==> config.mk <==
export PLATFORM = sky130hd
export DESIGN_NAME = johnson_decoder
export DESIGN_NICKNAME = d
export VERILOG_FILES = /design/src/rtl/johnson_decoder.sv
export SDC_FILE = /design/constraint.sdc
export NUM_CORES = 1
export LEC_CHECK = 0
export CAP_MARGIN = 0
export CORE_MARGIN = 2
export CORE_UTILIZATION = 55
export DETAILED_ROUTE_END_ITERATION = 16
export DONT_BUFFER_PORTS = 1
export PLACE_DENSITY = 0.72
export SYNTH_ARGS = -nofsm -noshare
export SYNTH_HDL_FRONTEND = slang
export SYNTH_SLANG_ARGS = --single-unit
export TNS_END_PERCENT = 100
==> constraint.sdc <==
create_clock -name clk -period 3 [get_ports clk]
set_clock_uncertainty 0.15 [all_clocks]
set_input_delay 0.3 -clock clk [delete_from_list [all_inputs] [get_ports clk]]
set_output_delay 0.3 -clock clk [all_outputs]
set_load 0.05 [all_outputs]
==> src/rtl/johnson_decoder.sv <==
// ---------------------------------------------------------------------------
// johnson_decoder
//   Monitors a Johnson (twisted-ring) coded bus. Each strobed sample is
//   checked for being a legal Johnson code, decoded to its step index, and
//   compared against the expected successor of the previously decoded step.
//   A three-state lock FSM (UNLOCKED -> ACQUIRE -> LOCKED) tracks whether the
//   incoming sequence is being followed. Sequence errors seen while LOCKED
//   are pulsed and counted (saturating). Completed laps are pulsed and
//   counted (modulo 256).
//
// Ports
//   clk      : clock, all state updates on rising edge
//   rst      : asynchronous active-high reset
//   en       : sample strobe, inBus is only evaluated when en=1
//   inBus    : Johnson-coded input, WIDTH bits
//   index    : decoded step index of the last legal sample
//   legal    : last strobed sample was a legal Johnson code
//   locked   : FSM is in LOCKED
//   seqErr   : one-cycle pulse, sample broke the sequence while LOCKED
//   wrap     : one-cycle pulse, legal step from 2*WIDTH-1 to 0 while LOCKED
//   errCount : sequence error count, saturates at 255
//   lapCount : completed lap count, wraps modulo 256
// ---------------------------------------------------------------------------
module johnson_decoder #(
  parameter int WIDTH = 4,
  parameter int IW    = $clog2(2*WIDTH)
) (
  input  logic             clk,
  input  logic             rst,
  input  logic             en,
  input  logic [WIDTH-1:0] inBus,
  output logic [IW-1:0]    index,
  output logic             legal,
  output logic             locked,
  output logic             seqErr,
  output logic             wrap,
  output logic [7:0]       errCount,
  output logic [7:0]       lapCount
);

  localparam int N = 2*WIDTH;

  typedef enum logic [1:0] {
    UNLOCKED = 2'd0,
    ACQUIRE  = 2'd1,
    LOCKED   = 2'd2
  } state_t;

  state_t          state_q, state_d;
  logic [IW-1:0]   index_q, index_d;
  logic            legal_q, legal_d;
  logic            seqErr_q, seqErr_d;
  logic            wrap_q, wrap_d;
  logic [7:0]      err_q, err_d;
  logic [7:0]      lap_q, lap_d;

  // Sample decode
  logic [IW-1:0]   pop;
  logic [IW-1:0]   ntr;
  logic            code_ok;
  logic [IW-1:0]   idx;
  logic            last;
  logic [IW-1:0]   succ;
  logic            in_seq;

  always_comb begin
    pop = '0;
    ntr = '0;
    for (int b = 0; b < WIDTH; b++) pop = pop + IW'(inBus[b]);
    // A legal Johnson code is a single run of ones touching one end of the
    // bus, i.e. it has at most one 0/1 boundary between adjacent bits.
    for (int b = 0; b < WIDTH-1; b++) ntr = ntr + IW'(inBus[b] ^ inBus[b+1]);
    code_ok = (ntr < IW'(2));
    // MSB set means we are in the falling half of the ring; popcount >= 1
    // there, so N-pop never reaches N and needs no modulo.
    idx     = inBus[WIDTH-1] ? IW'(N - int'(pop)) : pop;
    last    = (index_q == IW'(N-1));
    succ    = last ? '0 : index_q + 1'b1;
    in_seq  = code_ok && (idx == succ);
  end

  // Next-state / output logic
  always_comb begin
    state_d  = state_q;
    index_d  = index_q;
    legal_d  = legal_q;
    seqErr_d = 1'b0;
    wrap_d   = 1'b0;
    err_d    = err_q;
    lap_d    = lap_q;
    if (en) begin
      legal_d = code_ok;
      if (code_ok) index_d = idx;
      case (state_q)
        UNLOCKED: if (code_ok) state_d = ACQUIRE;
        ACQUIRE: begin
          if (!code_ok)    state_d = UNLOCKED;
          else if (in_seq) state_d = LOCKED;
        end
        LOCKED: begin
          if (in_seq) begin
            if (last) begin
              wrap_d = 1'b1;
              lap_d  = lap_q + 8'd1;
            end
          end else begin
            seqErr_d = 1'b1;
            if (err_q != 8'hFF) err_d = err_q + 8'd1;
            state_d  = code_ok ? ACQUIRE : UNLOCKED;
          end
        end
        default: state_d = UNLOCKED;
      endcase
    end
  end

  always_ff @(posedge clk or posedge rst) begin
    if (rst) begin
      state_q  <= UNLOCKED;
      index_q  <= '0;
      legal_q  <= 1'b0;
      seqErr_q <= 1'b0;
      wrap_q   <= 1'b0;
      err_q    <= '0;
      lap_q    <= '0;
    end else begin
      state_q  <= state_d;
      index_q  <= index_d;
      legal_q  <= legal_d;
      seqErr_q <= seqErr_d;
      wrap_q   <= wrap_d;
      err_q    <= err_d;
      lap_q    <= lap_d;
    end
  end

  assign index    = index_q;
  assign legal    = legal_q;
  assign locked   = (state_q == LOCKED);
  assign seqErr   = seqErr_q;
  assign wrap     = wrap_q;
  assign errCount = err_q;
  assign lapCount = lap_q;

endmodule

==> run metrics, run 1 <==
Leak Pwr 0.0007795 uW; area leader, netlist dfrtp_1; min-delay worst type in -> reg; Post-Route WL 2.462 mm; Area after DPL 1544 um^2; clock buffer count from CTS 3; IO buf count 0; Placed Cells about 160; area of the mapped netlist 1370 um^2; FF+latch count, synth 24; largest net degree at the start of global routing 25; ys async rst share 100.0%; top cell type's share of synthesized area a little over two fifths; wire per inst about 14 um; cts hold-fix bufs 2; fmax 364.9 MHz; post-route insts no fill 170; RSZ-0062 raised after global routing false; Cell Rows 18; most frequent cell after synthesis dfrtp_1; nets@finish 158; layout cells sized above 1 roughly a quarter; max-cap viol count 0; Die X between 50 and 60 um; clk root buf clkbuf_4; kind of critical path in -> reg; crit start category primary input; total grt overflow 0; GPL Wtd Cong 0.7752; register area share after synthesis 43.84%; Final HPWL DP approximately 1.9 mm; Mapped Cells roughly 120; Synth area leaders dfrtp_1, ha_1, xnor2_1, xor2_1, inv_1; Detail Route Antenna Nets 0; VDD IR max just over 0.0006 V; Post-synth top cells dfrtp_1, inv_1, xnor2_1, ha_1, nand3_1; Final Hold Vio Count 0; Initial DRC Count 15; Max-slew headroom 42.09%; Least-Margin Pin Slew 867.7 ps; effective utilization at floorplan 56.85%; sequential cell area 600.6 um^2; Final setup viols 0; via count 934; Die ar. between 2000 and 3000 um^2; number of fill cells 177; worst path arrival time 2810 ps; CTS clock-pin slew for the worst setup and hold paths 140 ps; area of the multi-input gates 767.0 um^2; Slew Viols, Final 0; IO Pins 30; Post-Syn Area per Cell about 11 um^2; Setup Buffers After CTS 0; crit path max fanout 5; Netlist cell types 35; Num Clock Sinks 24; Ant. Diodes 0; drt via density ~5.5; Resize count post-CTS 0; Skew-Pair Late Insertion Delay roughly 320 ps; first-pass iteration count of the detailed router 4; status completed; Total GRT Usage between 10% and 20%; net count after synthesis 140; fin area 1617 um^2; TritonCTS clock tree built; min Tclk post-route between 2000 and 3000 ps; residual DRC count 0; Max Root-Sink Buffers 2; synth-to-layout area growth 17.99%; vias in the first global route a little over 900; hold_ws between 100 and 150 ps; Critical Path RT approximately 3100 ps; dominant synthesized flop cell dfrtp_1; Final Cycle Share between 90% and 100%; initial antenna violation count 0; Post-synth EDFFs 0; # H-tree levels 1; YS warnings 0; Die Ht 53.91 um; first-pass GRT wire length 4.008 mm; Pwr Density roughly 700 nW/um^2; Core ar. 2410 um^2; CP endpoint kind flip-flop
## flip-flops by register name (all words and copies together), names as in the netlist
| register | cells |
|---|---|
| legal | 1 |
| errCount | 8 |
| index | 3 |
| seqErr | 1 |
| lapCount | 8 |
| state_q | 2 |
| wrap | 1 |
## cell usage in the layout, fill, tap and decap left out, drive strengths merged, types with 3 or more instances in the layout
cell type and instances:
dfrtp 24, inv 13, buf 12, xnor2 11, nand3 9, ha 9, xor2 8, and3 7
nor2 6, nand4 5, mux2 4, nand2 3, a21oi 3, clkbuf 3
## final cells by class
type / count / area share, %
clock inverter: 1 / 1.858
multi-input combinational: 85 / 47.45
inverter: 13 / 3.019
sequential: 24 / 37.15
tap: 30 / 2.322
timing repair buffer: 14 / 6.811
clock buffer: 3 / 1.393
## where the power goes
| part | leakage, uW | internal (uW) | switching [uW] | total [uW] |
|---|---|---|---|---|
| Clock | 0.0000279 | 135 | 101 | 236 |
| Sequential | 0.000315 | 363 | 96.7 | 460 |
| Combinational | 0.000436 | 181 | 262 | 442 |
| Total | 0.000779 | 679 | 459 | 1140 |
## critical path, stage by stage
cell	delay, ps
inv_1	40
fa_1	550
inv_1	50
ha_2	190
ha_4	260
inv_2	40
ha_4	220
mux2i_2	240
xor2_2	300
nand4_4	170
nand3_2	140
mux2_4	300
## per-stage QoR
step | setup TNS, ps | worst slack, ps | util (%) | power (uW)
final | 0 | 259.4 | 67.08 | 1138
after global routing | 0 | 167.3 | 67.08 | 1204
after CTS | 0 | 260.1 | 67.08 | 1150
after detailed placement | -746.0 | -97.35 | 64.07 | 912.0
after global placement | 0 | 15.75 | 64.07 | 899.8
after floorplan | 0 | 10.80 | - | 809.8
## cells by family after synthesis
group,Yosys count,synth area share [%]
simple gates,40,18.54
flops,24,43.84
compound gates,11,6.576
buf+inv,14,3.835
xor+xnor,19,13.24
fa+ha+maj,10,9.681
mux,5,4.292
## worst paths after layout
check | slack, ps | to | cells past startpoint | from
worst min-delay path | 100 | legal$_DFFE_PP0P_ | 2 | en
max in group asynchronous | 1740 | index[2]$_DFFE_PP0P_ | 2 | rst
worst max-delay path | 260 | errCount[1]$_DFFE_PP0P_ | 12 | inBus[3]
worst max register to register | 500 | errCount[1]$_DFFE_PP0P_ | 7 | index[1]$_DFFE_PP0P_
min in group asynchronous | 430 | lapCount[1]$_DFFE_PP0P_ | 2 | rst
worst min register to register | 400 | state_q[0]$_DFFE_PP0P_ | 1 | state_q[0]$_DFFE_PP0P_
## per-layer routing
| metal | GRT usage [%] | routed length [um] | vias up |
|---|---|---|---|
| met1 | 24.33 | 1073 | 448 |
| li1 | - | - | 460 |
| met3 | 5.000 | 142 | 2 |
| met2 | 33.13 | 1223 | 24 |
| met5 | 0 | 0 | - |
| met4 | 5.128 | 22 | 0 |
No activity file was read; power rests on OpenSTA's default activity.
==> run 2, diff against run 1 <==
- CORE_ASPECT_RATIO: not set -> 0.8
- MAX_ROUTING_LAYER: not set -> met4
==> run 2 against run 1 <==
Wire length is 6.5% higher. Largest power group unchanged. Largest cell class unchanged. Power grew 1.0%. Setup slack lost 0.92 ps. Critical path depth grew 1.
==> run metrics, run 2 (same netlist as run 1, synthesis figures left out) <==
Final HPWL DP 2.061 mm (was 1.933 mm); Area after DPL 1563 um^2 (was 1544 um^2); CTS clock-pin slew for the worst setup and hold paths 130 ps (was 140 ps); status completed (unchanged); max-cap viol count 0 (unchanged); hold_ws 99.48 ps (was 101.8 ps); synth-to-layout area growth 19.36% (was 17.99%); Pwr Density 703.3 nW/um^2 (was 704.2 nW/um^2); min-delay worst type in -> reg (unchanged); Final Cycle Share 91.38% (was 91.35%); wire per inst 15.43 um (was 14.48 um); most common cell after layout, fill and taps aside dfrtp_1 (unchanged); CP Cell Sequence inv_1 -> fa_1 -> inv_1 -> ha_2 -> ha_4 -> inv_2 -> ha_4 -> mux2i_2 -> xor2_2 -> nand3_4 -> buf_4 -> nor2_1 -> xor2_1 (was inv_1 -> fa_1 -> inv_1 -> ha_2 -> ha_4 -> inv_2 -> ha_4 -> mux2i_2 -> xor2_2 -> nand4_4 -> nand3_2 -> mux2_4); Initial DRC Count 26 (was 15); Max Root-Sink Buffers 2 (unchanged); CP endpoint kind flip-flop (unchanged); RSZ-0062 raised after global routing false (unchanged); worst path arrival time 2840 ps (was 2810 ps); GPL Wtd Cong 0.7810 (was 0.7752); initial antenna violation count 0 (unchanged); most frequent cells in the layout dfrtp_1, buf_4, inv_1 (unchanged); crit start category primary input (unchanged); largest net degree at the start of global routing 25 (unchanged); Post-Route WL 2.623 mm (was 2.462 mm); VDD IR max 0.0005200 V (was 0.0006193 V); Die ar. 2909 um^2 (was 2906 um^2); fmax 364.8 MHz (was 364.9 MHz); Least-Margin Pin Slew 858.1 ps (was 867.7 ps); Final setup viols 0 (unchanged); IO Pins 30 (unchanged); first-pass iteration count of the detailed router 4 (unchanged); Max-slew headroom 42.73% (was 42.09%); Design Power 1150 uW (was 1138 uW); nets@finish 161 (was 158); slowest stage delay, CP 550 ps (about the same); Cell Rows 16 (was 18); Die X 59.80 um (was 53.91 um); Critical-path top delay cell fa_1 (unchanged); Slew Viols, Final 0 (unchanged); fin area 1635 um^2 (was 1617 um^2); number of fill cells 200 (was 177); Total GRT Usage 21.93% (was 19.43%); Num Clock Sinks 24 (unchanged); Final Hold Vio Count 0 (unchanged); Core ar. 2402 um^2 (was 2410 um^2); Skew-Pair Late Insertion Delay 320 ps (about the same); IO buf count 0 (unchanged); min Tclk post-route 2741 ps (about the same); # H-tree levels 1 (unchanged); crit path max fanout 6 (was 5); first-pass GRT wire length 4.629 mm (was 4.008 mm); Detail Route Antenna Nets 0 (unchanged); via count 968 (was 934); Final WS setup 258.5 ps (was 259.4 ps); effective utilization at floorplan 57.03% (was 56.85%); residual DRC count 0 (unchanged); Ant. Diodes 0 (unchanged); clk root buf clkbuf_4 (unchanged); Die Ht 48.64 um (was 53.91 um); vias in the first global route 999 (was 922); kind of critical path in -> reg (unchanged); TritonCTS clock tree built (unchanged); Critical Path RT 3100 ps (was 3070 ps); total grt overflow 0 (unchanged); Setup Buffers After CTS 0 (unchanged); worst slack at placement -115.8 ps (was -97.35 ps); layout cells sized above 1 25.17% (was 23.57%); clock buffer count from CTS 3 (unchanged); drt via density 5.694 (was 5.494); Leak Pwr 0.0007934 uW (was 0.0007795 uW)
## run 2: changes by cell type in the layout (fill, tap and decap cells not counted)
cell | previous run | this run
buf_4 | 12 | 15
## run 2: layer usage
metal | vias to the layer above | GRT usage (%) | wire length (um)
met3 | 4 | 6.417 | 166
met4 | 0 | 5.556 | 34
li1 | 466 | - | -
met2 | 29 | 34.24 | 1332
met5 | - | - | 0
met1 | 469 | 27.92 | 1090
## run 2: final timing paths
check | from | end | slack (ps) | depth (start not counted)
max reg2reg | index[1]$_DFFE_PP0P_ | lapCount[4]$_DFFE_PP0P_ | 490 | 8
min in group asynchronous | rst | errCount[4]$_DFFE_PP0P_ | 430 | 2
min reg2reg | state_q[0]$_DFFE_PP0P_ | state_q[0]$_DFFE_PP0P_ | 400 | 1
min | en | legal$_DFFE_PP0P_ | 100 | 2
max in group asynchronous | rst | index[2]$_DFFE_PP0P_ | 1740 | 2
max | inBus[3] | lapCount[4]$_DFFE_PP0P_ | 260 | 13
## run 2: cell type report
cell class / count / area, um^2 / area share [%]
clock inverters: 1 / 30.03 / 1.836
multi-input cells: 85 / 767.0 / 46.90
inverters: 13 / 48.80 / 2.984
well taps: 27 / 33.78 / 2.066
flip-flops and latches: 24 / 600.6 / 36.73
repair buffers: 17 / 132.6 / 8.110
clock buffers: 3 / 22.52 / 1.377
## run 2: repair_timing
| item | 4_1_cts | 5_1_grt |
|---|---|---|
| endpoints found under the hold margin | 26 | 0 |
| hold buffers | 2 | 0 |
| endpoints found under the setup margin | 0 | 0 |
| gates resized for setup | 0 | 0 |
## run 2: power by group
group / total (uW) / internal [uW] / leakage (uW) / switching, uW
logic: 455 / 187 / 0.000450 / 267
registers: 462 / 363 / 0.000315 / 98.3
clock network: 234 / 135 / 0.0000279 / 98.5
total: 1150 / 686 / 0.000793 / 464
## run 2: worst max-delay path: cells and delay by family
kind,cells,cell delay [ps]
buf+inv,4,300
fa+ha+maj,4,1220
mux,1,250
simple gates,2,310
xor+xnor,2,470
## run 2: metrics by stage
step / TNS, ps / instances / utilization (%)
after floorplan: 0 / 123 / -
after global placement: 0 / 164 / 65.05
after detailed placement: -930.9 / 164 / 65.05
after CTS: 0 / 170 / 68.07
after global routing: 0 / 170 / 68.07
final: 0 / 170 / 68.07
==> run 3, diff against run 2 <==
- ABC_AREA: not set -> 1
- PLACE_DENSITY: 0.72 -> 0.81
- clock period: 3 -> 3.1 ns (I/O delays scaled with it)
==> run 3 against run 2 <==
Sequential power rose by 16%. Combinational power fell by 19%. Setup slack improved by 230 ps.
==> run metrics, run 3 <==
YS warnings 0 (unchanged); Leak Pwr 0.0008095 uW (was 0.0007934 uW); crit start category primary input (unchanged); RSZ-0062 raised after global routing false (unchanged); Cell Rows 16 (unchanged); FF-to-FF Start index[0]$_DFFE_PP0P_ (was index[1]$_DFFE_PP0P_); Die Ht 50.58 um (was 48.64 um); synth-to-layout area growth 6.879% (was 19.36%); Placed Cells 218 (was 164); first-pass iteration count of the detailed router 4 (unchanged); setup TNS 0 ps (unchanged); fmax about 380 MHz; min Tclk post-route 2608 ps; Sw Share 44.78% (was 40.35%); Total GRT Usage 19.93% (was 21.93%); Clk pwr share 19.6% (was 20.3%); Mapped Cells 183 (was 123); Post-Syn Area per Cell 8.150 um^2 (was 11.14 um^2); hold_sp en (unchanged); status completed (unchanged); ys async rst share 100.0% (unchanged); Final WS setup 492.5 ps (was 258.5 ps); Critical-path top delay cell fa_1 (unchanged); VDD IR max 0.0003820 V (was 0.0005200 V); fin area 1594 um^2 (was 1635 um^2); top cell type's share of synthesized area 40.27% (was 43.84%); worst path arrival time 2720 ps (was 2840 ps); area of the mapped netlist 1491 um^2 (was 1370 um^2); worst reg2reg path depth 11 (was 8); Critical Path RT 3210 ps (was 3100 ps); Final setup viols 0 (unchanged); clk root buf clkbuf_4 (unchanged); sequential cell area 600.6 um^2 (unchanged); drt via density 5.067 (was 5.694); slowest stage delay, CP 540 ps (was 550 ps); Ant. Diodes 0 (unchanged); Slew Viols, Final 0 (unchanged); Max Root-Sink Buffers 2 (unchanged); Core ar. 2502 um^2 (was 2402 um^2); effective utilization at floorplan 59.60% (was 57.03%); area leader, netlist dfrtp_1 (unchanged); CP top delay family adder cells (unchanged); Skew-Pair Late Insertion Delay 310 ps (was 320 ps); via count 1135 (was 968); area of the multi-input gates 759.5 um^2 (was 767.0 um^2); end of the worst hold path legal$_DFFE_PP0P_ (unchanged); largest net degree at the start of global routing 25 (unchanged); most frequent cells in the layout nand2_1, inv_1, dfrtp_1 (was dfrtp_1, buf_4, inv_1); most used cell, CP nand2_1; clock buffer count from CTS 3 (unchanged); Flop pwr share 47.7% (was 40.1%); Design Power 1125 uW (was 1150 uW); Die ar. 3147 um^2 (was 2909 um^2); Hold Crit Depth 2 (unchanged); most common cell after layout, fill and taps aside nand2_1 (was dfrtp_1); total grt overflow 0 (unchanged); # H-tree levels 1 (unchanged); crit path max fanout 11 (was 6); CTS clock-pin slew for the worst setup and hold paths 130 ps (about the same); most frequent cell after synthesis nand2_1 (was dfrtp_1); Detail Route Antenna Nets 0 (unchanged); reg2reg end lapCount[4]$_DFFE_PP0P_ (unchanged); nets@finish 206 (was 161); number of fill cells 230 (was 200); Pwr Density 705.5 nW/um^2 (was 703.3 nW/um^2); Least-Margin Pin Slew 906.0 ps (was 858.1 ps); layout cells sized above 1 11.17% (was 25.17%); wire per inst 11.73 um (was 15.43 um); P_int 621.0 uW (was 686.0 uW); Post-synth EDFFs 0 (unchanged); dominant synthesized flop cell dfrtp_1 (unchanged); Area after DPL 1521 um^2 (was 1563 um^2); CP endpoint kind flip-flop (unchanged); residual DRC count 0 (unchanged); Die X 62.22 um (was 59.80 um); CP Buf/Inv Count 5 (was 4); r2r setup slk 710 ps (was 490 ps); GPL Wtd Cong 0.8779 (was 0.7810); Post-synth top cells nand2_1, inv_1, dfrtp_1, nand3_1, ha_1 (was dfrtp_1, inv_1, xnor2_1, ha_1, nand3_1); FF+latch count, synth 24 (unchanged); Setup Buffers After CTS 0 (unchanged); net count after synthesis 200 (was 140); Max-slew headroom 39.53% (was 42.73%); min-delay worst type in -> reg (unchanged); vias in the first global route 1121 (was 999); post-route insts no fill 224 (was 170); Final HPWL DP 2.063 mm (was 2.061 mm); switching power 503.6 uW (was 464.0 uW); Final Cycle Share 84.11%; Final Hold Vio Count 0 (unchanged); register area share after synthesis 40.27% (was 43.84%); first-pass GRT wire length 4.885 mm (was 4.629 mm); kind of critical path in -> reg (unchanged); CP Cell Sequence inv_1 -> fa_1 -> inv_1 -> ha_1 -> ha_1 -> inv_1 -> ha_1 -> nand2_1 -> nand2_1 -> nand2_1 -> nand2_2 -> nor2_4 -> nand3_4 -> inv_2 -> nand2_2 -> inv_2 -> nand2_1 -> nand2_1 (was inv_1 -> fa_1 -> inv_1 -> ha_2 -> ha_4 -> inv_2 -> ha_4 -> mux2i_2 -> xor2_2 -> nand3_4 -> buf_4 -> nor2_1 -> xor2_1); Post-Route WL 2.628 mm (was 2.623 mm); IO Pins 30 (unchanged); IO buf count 0 (unchanged); Synth area leaders dfrtp_1, nand2_1, ha_1, inv_1, xnor2_1 (was dfrtp_1, ha_1, xnor2_1, xor2_1, inv_1); Num Clock Sinks 24 (unchanged); Initial DRC Count 43 (was 26); worst slack at placement 135.0 ps (was -115.8 ps); initial antenna violation count 0 (unchanged); TritonCTS clock tree built (unchanged); Netlist cell types 23 (was 35); Gate power share 32.7% (was 39.5%); max-cap viol count 0 (unchanged)
## run 3: changes by cell type after synthesis, sizes merged, moves of 3 or more
cell	change
and3	-6
inv	+16
mux2	-3
nand2	+57
nand3	+6
nor2	+3
o21ai	+10
xnor2	-3
## run 3: logic make-up (layout without fill, tap and decap cells)
family          count (synthesis)  count (layout)  share of synthesized area (%)
xor+xnor                       14              14                          8.222
buf+inv                        31              36                          8.808
fa+ha+maj                      10              10                          8.893
compound gates                 13              13                          5.117
mux                             1               1                         0.7550
flops                          24              24                          40.27
simple gates                   90              90                          27.94
## run 3: power by group through the flow
| stage | logic [uW] | registers [uW] | clock network (uW) |
|---|---|---|---|
| global route | 431 | 546 | 242 |
| floorplan | 285 | 553 | 0 |
| CTS | 373 | 536 | 228 |
| finish | 368 | 537 | 220 |
| detailed placement | 368 | 540 | 0 |
| global placement | 351 | 538 | 0 |
## run 3: worst register-to-register path, cell delays in order, from the launching register on
cell and delay (ps):
dfrtp_1 620, ha_1 320, ha_1 200, nor2_1 130, xor2_1 250, nor2_4 80, nand3_4 80, inv_2 40
nand2_2 190, inv_2 120, nand2_1 70, nand2_1 50
## run 3: metrics by stage
stage / hold WS [ps] / utilization, %
after global placement: 276.8 / 60.80
final: 94.36 / 63.70
after global routing: 89.02 / 63.70
after detailed placement: 289.9 / 60.80
after CTS: 78.53 / 63.70
after floorplan: 174.6 / -
## run 3: final cells by class
cell class | instances | share of cell area, %
multi-input cells | 128 | 47.65
well taps | 36 | 2.826
clock inverters | 1 | 1.884
clock buffers | 3 | 1.413
inverters | 29 | 6.829
flip-flops and latches | 24 | 37.68
repair buffers | 3 | 1.727
## run 3: metal layers
layer  routed length (um)  GRT usage [%]  up-vias
li1                     -              -      578
met3                  143          6.278        2
met4                    9          1.481        0
met2                 1289          34.42       28
met5                    0              -        -
met1                 1185          24.35      527
## run 3: what timing repair did
action | 4_1_cts | 5_1_grt
hold buffers | 2 | 0
resized for setup | 0 | 0
hold endpoints to repair | 25 | 0
## run 3: how the worst max path moves through the flow
stage / start / end / slack (ps) / cells past startpoint
2_1_floorplan: inBus[0] / lapCount[2]$_DFFE_PP0P_ / 360 / 18
3_3_place_gp: inBus[0] / lapCount[6]$_DFFE_PP0P_ / 240 / 18
3_5_place_dp: inBus[0] / lapCount[6]$_DFFE_PP0P_ / 140 / 18
4_1_cts: inBus[0] / lapCount[6]$_DFFE_PP0P_ / 480 / 18
5_1_grt: inBus[0] / lapCount[4]$_DFFE_PP0P_ / 270 / 19
6_report: inBus[0] / lapCount[4]$_DFFE_PP0P_ / 490 / 18
